[src/rtl/sdram_fifo_ctrl.sv]
// Moves bursts from an external write FIFO into an SDRAM ring buffer and back out to a read FIFO.
// Write and read bursts are arbitrated round-robin, one burst at a time, with ring occupancy counted in whole bursts.
module sdram_fifo_ctrl #(
  parameter logic [9:0]  BURST       = 10'd10,
  parameter logic [23:0] ADDR_MIN    = 24'd0,
  parameter logic [23:0] ADDR_MAX    = 24'd999,
  parameter logic [9:0]  RD_FIFO_THR = 10'd512
) (
  input  logic        clk_100m,
  input  logic        rst_n,
  input  logic        init_end,
  input  logic        read_valid,
  input  logic [9:0]  wr_fifo_usedw,
  input  logic [15:0] wr_fifo_rd_data,
  output logic        wr_fifo_rd_en,
  input  logic [9:0]  rd_fifo_usedw,
  output logic        rd_fifo_wr_en,
  output logic [15:0] rd_fifo_wr_data,
  output logic        sdram_wr_req,
  input  logic        sdram_wr_ack,
  output logic [23:0] sdram_wr_addr,
  output logic [9:0]  wr_burst_len,
  output logic [15:0] sdram_wr_data,
  output logic        sdram_rd_req,
  input  logic        sdram_rd_ack,
  output logic [23:0] sdram_rd_addr,
  output logic [9:0]  rd_burst_len,
  input  logic [15:0] sdram_rd_data
);

  localparam logic [23:0] BURST_W   = {14'd0, BURST};
  localparam logic [23:0] SPAN      = ADDR_MAX - ADDR_MIN + 24'd1;
  localparam logic [23:0] CAP       = SPAN / BURST_W;
  localparam logic [23:0] WRAP_ADDR = ADDR_MAX - BURST_W + 24'd1;

  typedef enum logic [1:0] {IDLE, WRITE, READ} state_t;
  typedef enum logic {GNT_WRITE, GNT_READ} grant_t;

  state_t      state;
  grant_t      last_grant;
  logic [23:0] level;
  logic        wr_ack_d1;
  logic        rd_ack_d1;
  logic        wr_ok;
  logic        rd_ok;
  logic        wr_ack_fall;
  logic        rd_ack_fall;

  // Data paths are pure wiring between the FIFOs and the SDRAM port
  assign wr_fifo_rd_en   = sdram_wr_ack;
  assign sdram_wr_data   = wr_fifo_rd_data;
  assign rd_fifo_wr_en   = sdram_rd_ack;
  assign rd_fifo_wr_data = sdram_rd_data;
  assign wr_burst_len    = BURST;
  assign rd_burst_len    = BURST;

  assign wr_ok       = (wr_fifo_usedw >= BURST) && (level < CAP);
  assign rd_ok       = read_valid && (rd_fifo_usedw < RD_FIFO_THR) && (level != 24'd0);
  assign wr_ack_fall = wr_ack_d1 && !sdram_wr_ack;
  assign rd_ack_fall = rd_ack_d1 && !sdram_rd_ack;

  function automatic logic [23:0] next_addr(input logic [23:0] a);
    return (a == WRAP_ADDR) ? ADDR_MIN : a + BURST_W;
  endfunction

  // Burst arbiter: a burst ends on the ack falling edge, then always passes through IDLE
  always_ff @(posedge clk_100m or negedge rst_n) begin
    if (!rst_n) begin
      state         <= IDLE;
      sdram_wr_req  <= 1'b0;
      sdram_rd_req  <= 1'b0;
      sdram_wr_addr <= ADDR_MIN;
      sdram_rd_addr <= ADDR_MIN;
      level         <= 24'd0;
      last_grant    <= GNT_READ;
      wr_ack_d1     <= 1'b0;
      rd_ack_d1     <= 1'b0;
    end else begin
      wr_ack_d1 <= sdram_wr_ack;
      rd_ack_d1 <= sdram_rd_ack;
      case (state)
        IDLE: begin
          if (init_end) begin
            if (wr_ok && (!rd_ok || last_grant == GNT_READ)) begin
              state        <= WRITE;
              sdram_wr_req <= 1'b1;
            end else if (rd_ok) begin
              state        <= READ;
              sdram_rd_req <= 1'b1;
            end
          end
        end
        WRITE: begin
          if (wr_ack_fall) begin
            state         <= IDLE;
            sdram_wr_req  <= 1'b0;
            sdram_wr_addr <= next_addr(sdram_wr_addr);
            level         <= level + 24'd1;
            last_grant    <= GNT_WRITE;
          end
        end
        READ: begin
          if (rd_ack_fall) begin
            state         <= IDLE;
            sdram_rd_req  <= 1'b0;
            sdram_rd_addr <= next_addr(sdram_rd_addr);
            level         <= level - 24'd1;
            last_grant    <= GNT_READ;
          end
        end
        default: begin
          state        <= IDLE;
          sdram_wr_req <= 1'b0;
          sdram_rd_req <= 1'b0;
        end
      endcase
    end
  end

endmodule

[config.mk]
export PLATFORM = sky130hd
export DESIGN_NAME = sdram_fifo_ctrl
export DESIGN_NICKNAME = d
export VERILOG_FILES = /design/src/rtl/sdram_fifo_ctrl.sv
export SDC_FILE = /design/constraint.sdc
export NUM_CORES = 1
export LEC_CHECK = 0
export ABC_AREA = 1
export BUFFER_PORTS_ARGS = -buffer_cell sky130_fd_sc_hd__buf_2
export CAP_MARGIN = 20
export CORE_ASPECT_RATIO = 2
export CORE_MARGIN = 2
export CORE_UTILIZATION = 30
export DETAILED_ROUTE_END_ITERATION = 7
export PLACE_DENSITY_LB_ADDON = 0.1
export REMOVE_ABC_BUFFERS = 1
export SLEW_MARGIN = 20
export SYNTH_ARGS = -nofsm -noshare
export SYNTH_HDL_FRONTEND = slang
export SYNTH_SLANG_ARGS = --single-unit
export TNS_END_PERCENT = 30
[constraint.sdc]
create_clock -name clk_100m -period 2.1 [get_ports clk_100m]
set_input_delay 0.315 -clock clk_100m [delete_from_list [all_inputs] [get_ports clk_100m]]
set_output_delay 0.315 -clock clk_100m [all_outputs]
set_load 0.005 [all_outputs]
* Word level (Yosys, flattened, before mapping) *
Index checks and enable logic that the tools add are counted.

storage, ports and cells
  flip-flop bits (word level) = 79
  bits of input ports = 58
  output and inout port bits = 104

cells by class
  $add $sub $neg = 4
  magnitude comparators = 3
  equal/unequal tests = 11
  multiplexer cells = 22
  bitwise operators = 2
  reductions and logical operators = 19

operators by type and width
  cell                     count
  $mux W24                 4
  $add A24 B4 Y24 const B  2
  $eq A24 B10 Y1 const B   2
  $pmux W24 S2             1
  $add A24 B1 Y24 const B  1
  $lt A24 B7 Y1 const B    1
  $reduce_bool A24 Y1      1
  $sub A24 B1 Y24 const B  1
  $ne A2 B2 Y1 const B     6
  $ge A10 B4 Y1 const B    1
  $lt A10 B10 Y1 const B   1
  $mux W2                  5
  $mux W1                  8
  $reduce_and A4 Y1        2
  $logic_and A1 B1 Y1      6
  $pmux W1 S3              2
  $pmux W2 S3              1
  $reduce_and A5 Y1        1
  $reduce_and A2 Y1        2
  $logic_not A1 Y1         3
  $ne A3 B3 Y1 const B     1
  $reduce_and A3 Y1        1
  $eq A2 B1 Y1 const B     1
  $eq A2 B2 Y1 const B     1
  5 further kinds          6

* Longest topological paths before layout *
Gate-level depths: netlist (run 1).

  word-level depth = 9
  gate-level depth with buffers = 15

* Worst setup path before layout (run 1) *
OpenSTA, ideal clock, no wires.

  path kind = register -> register
  from = register state[0]
  to = register level[13]
  setup time = 0.117 ns
  data arrival time = 2.143 ns
  required time = 1.983 ns
  setup slack = -0.160 ns
  cell stages (with the launch flop) = 11
  clock period less this slack = 2.260 ns
  cell sequence = dfrtp_1 > nor2_4 > ha_1 > or2_2 > nand3_1 > nand2_1 > nand2_1 > nand2_1 > or2_2 > nand3_1 > nand2_1

on the way
  cells in the longest elaborated chain, start to end = 3
  elaborated cells on any way between the ends = 7

RTL lines
  element                                                                     RTL line  source
  start: declaration                                                          39        state_t state;
  start signal: assignment                                                    69        state <= IDLE;
  start signal: assignment                                                    85        state <= WRITE;
  start signal: assignment                                                    88        state <= READ;
  $eq A2 B2 Y1 / $eq A2 B1 Y1 (equally long branches)                         81        case (state)
  $ne A2 B2 Y1 (no source line) / $reduce_bool A2 Y1 (equally long branches)  n/a
  $reduce_and A3 Y1 (no source line)                                          n/a
  end signal: assignment                                                      98        level <= level + 24'd1;
  end signal: assignment                                                      107       level <= level - 24'd1;
  end: declaration                                                            41        logic [23:0] level;

Parallel ways exist; a longest one is shown, timed or not.
A chain may end at the register's enable or synchronous reset.

* Worst setup path after layout (run 1) *
  from = register state[0]
  to = register level[9]

The elaborated chain is that of the path after synthesis.

==> impl_metrics.tcl, run 1 <==
set metrics [dict create \
    status "complete, but fails checks" \
    violations "hold timing, setup timing" \
    htree_num_levels 3 \
    avgSynthCellArea_um2 6.72 \
    globalplace.congestion 0.873 \
    worstPathArrival_ps 2340 \
    cp_top_family "simple AND/OR/NAND/NOR gates" \
    seq_area_frac_synth_pct 30.4 \
    cts_buffers 9 \
    layout.nets 1115 \
    hold_class "primary input to asynchronous set/reset pin" \
    cts_root_buffer "clkbuf_16" \
    synthesis.yosys.warnings 0 \
    swShare_pct 47.4 \
    worstPathCellList "nor2_4, buf_12, ha_4, or2_2, nand3_1, nand2_2, nand2_1, nand2_2, buf_4, xnor2_4, o21ai_0" \
    drive_gt1_share_pct 21.6 \
    clock_skew_ps 8.75 \
    synthesis.area_mm2 0.00634 \
    core-area_mm2 0.0208 \
    cp-startpoint "state[0]$_DFFE_PN0P_" \
    initial_core_util_pct 30.4 \
    cap_violations 0 \
    r2r-start "state[0]$_DFFE_PN0P_" \
    rsz0062_at_grt "true" \
    ir_drop_mv 0.521 \
    clk_pin_slew_ps 70 \
    ys_seq_elements 77 \
    diodes 0 \
    layout_setup_ws_ps -11.3 \
    cts_tree "yes" \
    antenna_found_initial 0 \
    wl_um 21100 \
    seq_power_share_pct 22.0 \
    die_area_mm2 0.0224 \
    p_clk_share_pct 14.0 \
    dr.pass1.iters 5 \
    crit_path_max_fanout 14 \
    endpoint_kind "flop" \
    p_switching_w 0.00534 \
    dieHeight_um 210 \
    setup_viol 1 \
    grt_max_degree 78 \
    syn_inst 944 \
    fin_crit_sh_pct 101 \
    cts.sinks 77 \
    dp_hpwl_um 17000 \
    cp-start-kind "flop" \
    crit_path_frequent_cell "nand2_2" \
    slowest_stage "dfrtp_1" \
    finalHoldViolCount 13 \
    tns_ps -11.3 \
    p_int_w 0.00594 \
    grt_pass1_wl_um 33300 \
    ys_types 36 \
    synth-edff-count 0 \
    dr.first_iter.drc_count 247 \
    cts_setup_buffers 0 \
    std_cell_rows 75 \
    synth_flop_cell "dfrtp_1" \
    io_buffers 65 \
    max_freq_ghz 0.474 \
    ys_async_sr_fraction_pct 100 \
    slowest_delay_ps 410 \
    clk_latency_ps 350 \
    num_vias 6091 \
    via_per_inst 4.66 \
    ios 162 \
    syn_to_final_growth_pct 20.4 \
    wl_per_cell_um 16.2 \
    cts_buffer_depth 2 \
    worst_hold_slack_ps -11.4 \
    power_frac_comb_pct 64.1 \
    grt_pass1_vias 6349 \
    worst-path-buf-inv 2 \
    holdBufCountCts 0 \
    finalCriticalPeriod_ps 2110 \
    drtAntennaViolNets 0 \
    grt-ovfl-total 0 \
    final_util_pct 36.6 \
    drc_errors 0 \
    p_leak_nw 3.91 \
    track_usage_pct 19.7 \
    worst_ep_required_time_ps 2330 \
    powerDensity_mw_per_mm2 1480 \
    dieWidth_um 107 \
    critPathKind "flop to flop" \
    slew_violations 0 \
]
worst register-to-register path, stage by stage (launching register included):
cell and delay (ps):
dfrtp_1 410, nor2_4 140, buf_12 160, ha_4 230, or2_2 300, nand3_1 110
nand2_2 90, nand2_1 80, nand2_2 90, buf_4 160, xnor2_4 140, o21ai_0 90
layout by cell type (no fill, tap or decap), types with 2 or more instances in the layout:
master / netlist / routed
o22ai_1: 2 / 2
nor3_1: 14 / 14
ha_1: 24 / 9
o21ai_0: 26 / 25
dfrtp_1: 76 / 76
nor2_1: 102 / 90
nor3_2: 4 / 4
buf_2: 8 / 64
and2_1: 2 / 2
nand2_2: 4 / 16
o21bai_1: 5 / 4
xor2_1: 27 / 27
inv_1: 129 / 128
nor2_2: 6 / 18
or2_2: 4 / 4
nand3b_1: 11 / 11
a21oi_1: 19 / 14
ha_4: 0 / 12
nand3_1: 67 / 66
clkbuf_16: 0 / 9
a31oi_1: 4 / 4
ha_2: 0 / 3
clkinv_2: 0 / 2
nor4_1: 10 / 10
inv_2: 7 / 8
buf_4: 58 / 55
o21ai_1: 3 / 4
nand3_4: 2 / 2
xnor2_1: 15 / 14
conb_1: 2 / 22
nor2_4: 4 / 4
buf_12: 0 / 2
a21oi_2: 0 / 5
nand4_1: 28 / 28
nand2_1: 273 / 260
inv_6: 0 / 3
nor3b_1: 2 / 2
cells by family after synthesis:
kind of cell               synth area share [%]
AOI/OAI and AO/OA                          5.11
and+or+nand+nor                            38.0
adders and majority gates                  5.05
xor gates and xnor gates                   5.80
other                                     0.118
buffers and inverters                      15.5
DFF                                        30.4
Yosys cell counts, types with 2 or more instances:
cell type	instances	area (um^2)
inv_1	129	484
nand3_4	2	35.0
nand3b_1	11	82.6
xnor2_1	15	131
nor2_4	4	45.0
nor3b_1	2	15.0
conb_1	2	7.51
a31oi_1	4	25.0
dfrtp_1	76	1900
nand3_1	67	335
nand4_1	28	175
inv_2	7	26.3
nor2_1	102	383
buf_4	58	435
o21bai_1	5	37.5
nand2_2	4	25.0
nor3_2	4	40.0
nor4_1	10	62.6
nand2_1	273	1020
and2_1	2	12.5
or2_2	4	25.0
ha_1	24	300
o21ai_1	3	15.0
xor2_1	27	236
o22ai_1	2	12.5
a21oi_1	19	95.1
nor3_1	14	70.1
buf_2	8	40.0
nor2_2	6	37.5
o21ai_0	26	130
power by group through the flow:
stage                     clock network (W)  logic, W  registers (W)
after detailed placement                  0   0.00654        0.00246
after floorplan                           0   0.00382        0.00233
after global placement                    0   0.00652        0.00246
final                               0.00158   0.00722        0.00248
after CTS                           0.00164   0.00695        0.00246
after global routing                0.00169   0.00811        0.00255
layer usage:
metal / global-route usage (%) / part of all wire, %
met5: 0.461 / 0
met3: 4.32 / 3.9
met4: 9.31 / 4.8
met1: 17.9 / 34
met2: 39.4 / 58
repair_timing:
action,in CTS,in global routing
gates cloned,0,0
hold endpoints to repair,0,0
gates resized for setup,24,33
setup endpoints to repair,15,18
pin swaps,0,3
final timing paths:
path,end,slack (ps),depth (start not counted)
worst max-delay path,level[9]$_DFFE_PN0P_,-10,11
worst min-delay path,sdram_wr_addr[13]$_DFFE_PN0P_,-10,2
worst max register to register,level[9]$_DFFE_PN0P_,-10,11
worst min register to register,sdram_wr_req$_DFFE_PN0P_,500,2
max in group asynchronous,last_grant$_DFFE_PN1P_,1720,2
min in group clk_100m,wr_ack_d1$_DFF_PN0_,110,1
flip-flops by register name, summed over array words and instances (netlist names):
name	flops
last_grant	1
wr_ack_d1	1
sdram_rd_req	1
sdram_wr_req	1
level	24
rd_ack_d1	1
state	2
sdram_rd_addr	23
sdram_wr_addr	23
cell type report:
type	instances	area, um^2
sequential	77	1930
inverter	136	510
clock buffer	10	239
tap	269	337
fill	2313	13200
clock inverter	6	45.0
timing repair buffer	123	800
multi-input combinational	685	3780
through the flow:
stage | instance area (um^2) | setup WS (ps) | total power [W] | std cells
global route | 7630 | -158 | 0.0123 | 1306
CTS | 7490 | -63.0 | 0.0110 | 1306
finish | 7630 | -11.3 | 0.0113 | 1306
detailed placement | 7070 | -163 | 0.00900 | 1290
global placement | 7070 | -159 | 0.00897 | 1290
floorplan | 5940 | -168 | 0.00615 | 898
Power figures use the tool's default switching activity.
==> inputs of run 2 (changes only) <==
--- a/config.mk
+++ b/config.mk
@@ -8,7 +8,6 @@
 export ABC_AREA = 1
 export BUFFER_PORTS_ARGS = -buffer_cell sky130_fd_sc_hd__buf_2
 export CAP_MARGIN = 20
-export CORE_ASPECT_RATIO = 2
 export CORE_MARGIN = 2
 export CORE_UTILIZATION = 30
 export DETAILED_ROUTE_END_ITERATION = 7
==> run 2 against run 1 <==
  * Non-clock buffer count down 2
  * Sequential cell count unchanged
  * Utilization up 1.6 points
  * The run now ends clean
  * Largest cell class unchanged
  * Wire length down 14%
  * Clock-buffer cell count up 1
==> impl_metrics.tcl, run 2 (synthesis gave the netlist of run 1 again) <==
set metrics [dict create \
    status "finished clean" \
    track_usage_pct 16.3 \
    final_common_cell "nand2_1" \
    grt.busiest_layer "met2" \
    clk_latency_ps 350 \
    reg.largest.list "level x24, sdram_rd_addr x23, sdram_wr_addr x23" \
    grt_pass1_vias 5653 \
    dieHeight_um 149 \
    layout.nets 1113 \
    slew_violations 0 \
    syn_to_final_growth_pct 25.9 \
    fin_crit_sh_pct 99.9 \
    p_leak_nw 3.95 \
    wl_um 18200 \
    clock_skew_ps 7.63 \
    std_cell_rows 53 \
    setup_viol 0 \
    drtAntennaViolNets 0 \
    dp_hpwl_um 13900 \
    max_freq_ghz 0.477 \
    ios 162 \
    finalHoldViolCount 0 \
    register_area_mm2 0.00193 \
    grt_max_degree 36 \
    clk_pin_slew_ps 60 \
    regMostFlops "level" \
    diodes 0 \
    grt_pass1_wl_um 28800 \
    met2_usage_pct 25.0 \
    worst_hold_slack_ps 114 \
    crit_cells 14 \
    layout_common_cells "nand2_1 (228), inv_1 (124), nor2_1 (84)" \
    worst-path-buf-inv 6 \
    critPathKind "flop to flop" \
    r2r_cells 14 \
    dieWidth_um 149 \
    io_buffers 65 \
    rrSetupSlack_ps 2 \
    die_area_mm2 0.0223 \
    slowest_delay_ps 400 \
    cap_violations 0 \
    cts_buffer_depth 2 \
    drive_gt1_share_pct 26.2 \
    cts_tree "yes" \
    multiInputGateArea_mm2 0.00404 \
    fill_cells 2240 \
    antenna_found_initial 0 \
    crit_path_max_fanout 6 \
    dr.first_iter.drc_count 330 \
    use_met3_pct 4.31 \
    powerDensity_mw_per_mm2 1490 \
    grt_use_met1_pct 22.9 \
    final_util_pct 38.2 \
    slowest_stage "dfrtp_1" \
    cp_top_family "buffers and inverters" \
    htree_num_levels 3 \
    hold_class "primary input to flop" \
    cts.sinks 77 \
    core-area_mm2 0.0209 \
    worstPathArrival_ps 2320 \
    via_per_inst 4.63 \
    wl_per_cell_um 13.9 \
    rsz0062_at_grt "true" \
    worstPathCellList "inv_2, nor2_4, buf_12, buf_12, ha_4, nand2_2, inv_1, nand2_1, nand2_2, o21bai_1, buf_4, buf_4, xnor2_2, o21ai_1" \
    ir_drop_mv 0.553 \
    largest_reg_flops 24 \
    drc_errors 0 \
    holdPathStages 1 \
    num_vias 6059 \
    cp-start-kind "flop" \
    dr.pass1.iters 5 \
    cts_root_buffer "clkbuf_16" \
    endpoint_kind "flop" \
    initial_core_util_pct 30.4 \
    globalplace.congestion 0.845 \
    grt-ovfl-total 0 \
    finalCriticalPeriod_ps 2100 \
    cts_buffers 9 \
    worst_ep_required_time_ps 2320 \
]
[run 2: cell types whose count changed in the layout (fill, tap and decap cells not counted), sizes merged]
cell,before,now
bufinv,0,3
clkbuf,10,12
buf,123,119
dlygate4sd3,0,1
inv,139,137
clkinv,3,1
[run 2: report_power, final]
part           internal [W]  switching [W]  leakage [nW]
Clock               0.00117       0.000683         0.164
Combinational       0.00350        0.00408          2.80
Sequential          0.00190       0.000596         0.986
Total               0.00657        0.00536          3.95
[run 2: repair_timing]
item / in CTS / in global routing
endpoints found under the hold margin: 24 / 0
endpoints found under the setup margin: 6 / 25
hold buffers: 1 / 0
pin swaps: 1 / 33
gates resized for setup: 6 / 123
gates cloned: 0 / 1
setup buffers: 0 / 8
[run 2: layer usage]
metal | routed length [um] | part of all wire (%)
met3 | 1020 | 5.6
met4 | 116 | 0.64
met5 | 0 | 0
met1 | 9000 | 49
met2 | 8100 | 44
[run 2: area by class of cell]
type                       count  area share [%]
sequential                    77            24.1
tap                          275            4.31
inverter                     136            6.39
clock inverter                 5            1.35
timing repair buffer         121            10.3
clock buffer                  11            2.91
multi-input combinational    685            50.5
[run 2: worst reg2reg max path, delay by kind of cell (launching register included)]
| family | cells | cell delay [ps] |
|---|---|---|
| adder cells (fa/ha/maj) | 1 | 270 |
| AO/OA/AOI/OAI | 2 | 230 |
| AND/OR/NAND/NOR | 4 | 260 |
| buffers and inverters | 6 | 720 |
| flip-flops | 1 | 400 |
| XOR/XNOR | 1 | 110 |
[run 2: path summary, 6_finish.rpt]
path                                               start                           end
worst max register to register      state[1]$_DFFE_PN0P_          level[8]$_DFFE_PN0P_
worst max-delay path                state[1]$_DFFE_PN0P_          level[8]$_DFFE_PN0P_
worst min-delay path                        sdram_rd_ack           rd_ack_d1$_DFF_PN0_
max in group asynchronous                          rst_n  sdram_wr_addr[1]$_DFFE_PN0P_
min in group asynchronous                          rst_n  sdram_rd_addr[1]$_DFFE_PN0P_
worst min register to register  sdram_wr_req$_DFFE_PN0P_      sdram_wr_req$_DFFE_PN0P_
[run 2: per-stage QoR]
stage / TNS, ps / cell area (um^2) / setup slack [ps] / total power [W] / instances
final: 0 / 7990 / 1.68 / 0.0119 / 1310
after global placement: -103 / 6980 / -65.3 / 0.00838 / 1284
after CTS: -59.8 / 7360 / -27.2 / 0.0103 / 1301
after floorplan: -705 / 5940 / -168 / 0.00615 / 898
after detailed placement: -88.9 / 6980 / -59.4 / 0.00837 / 1284
after global routing: -1100 / 7990 / -107 / 0.0130 / 1310
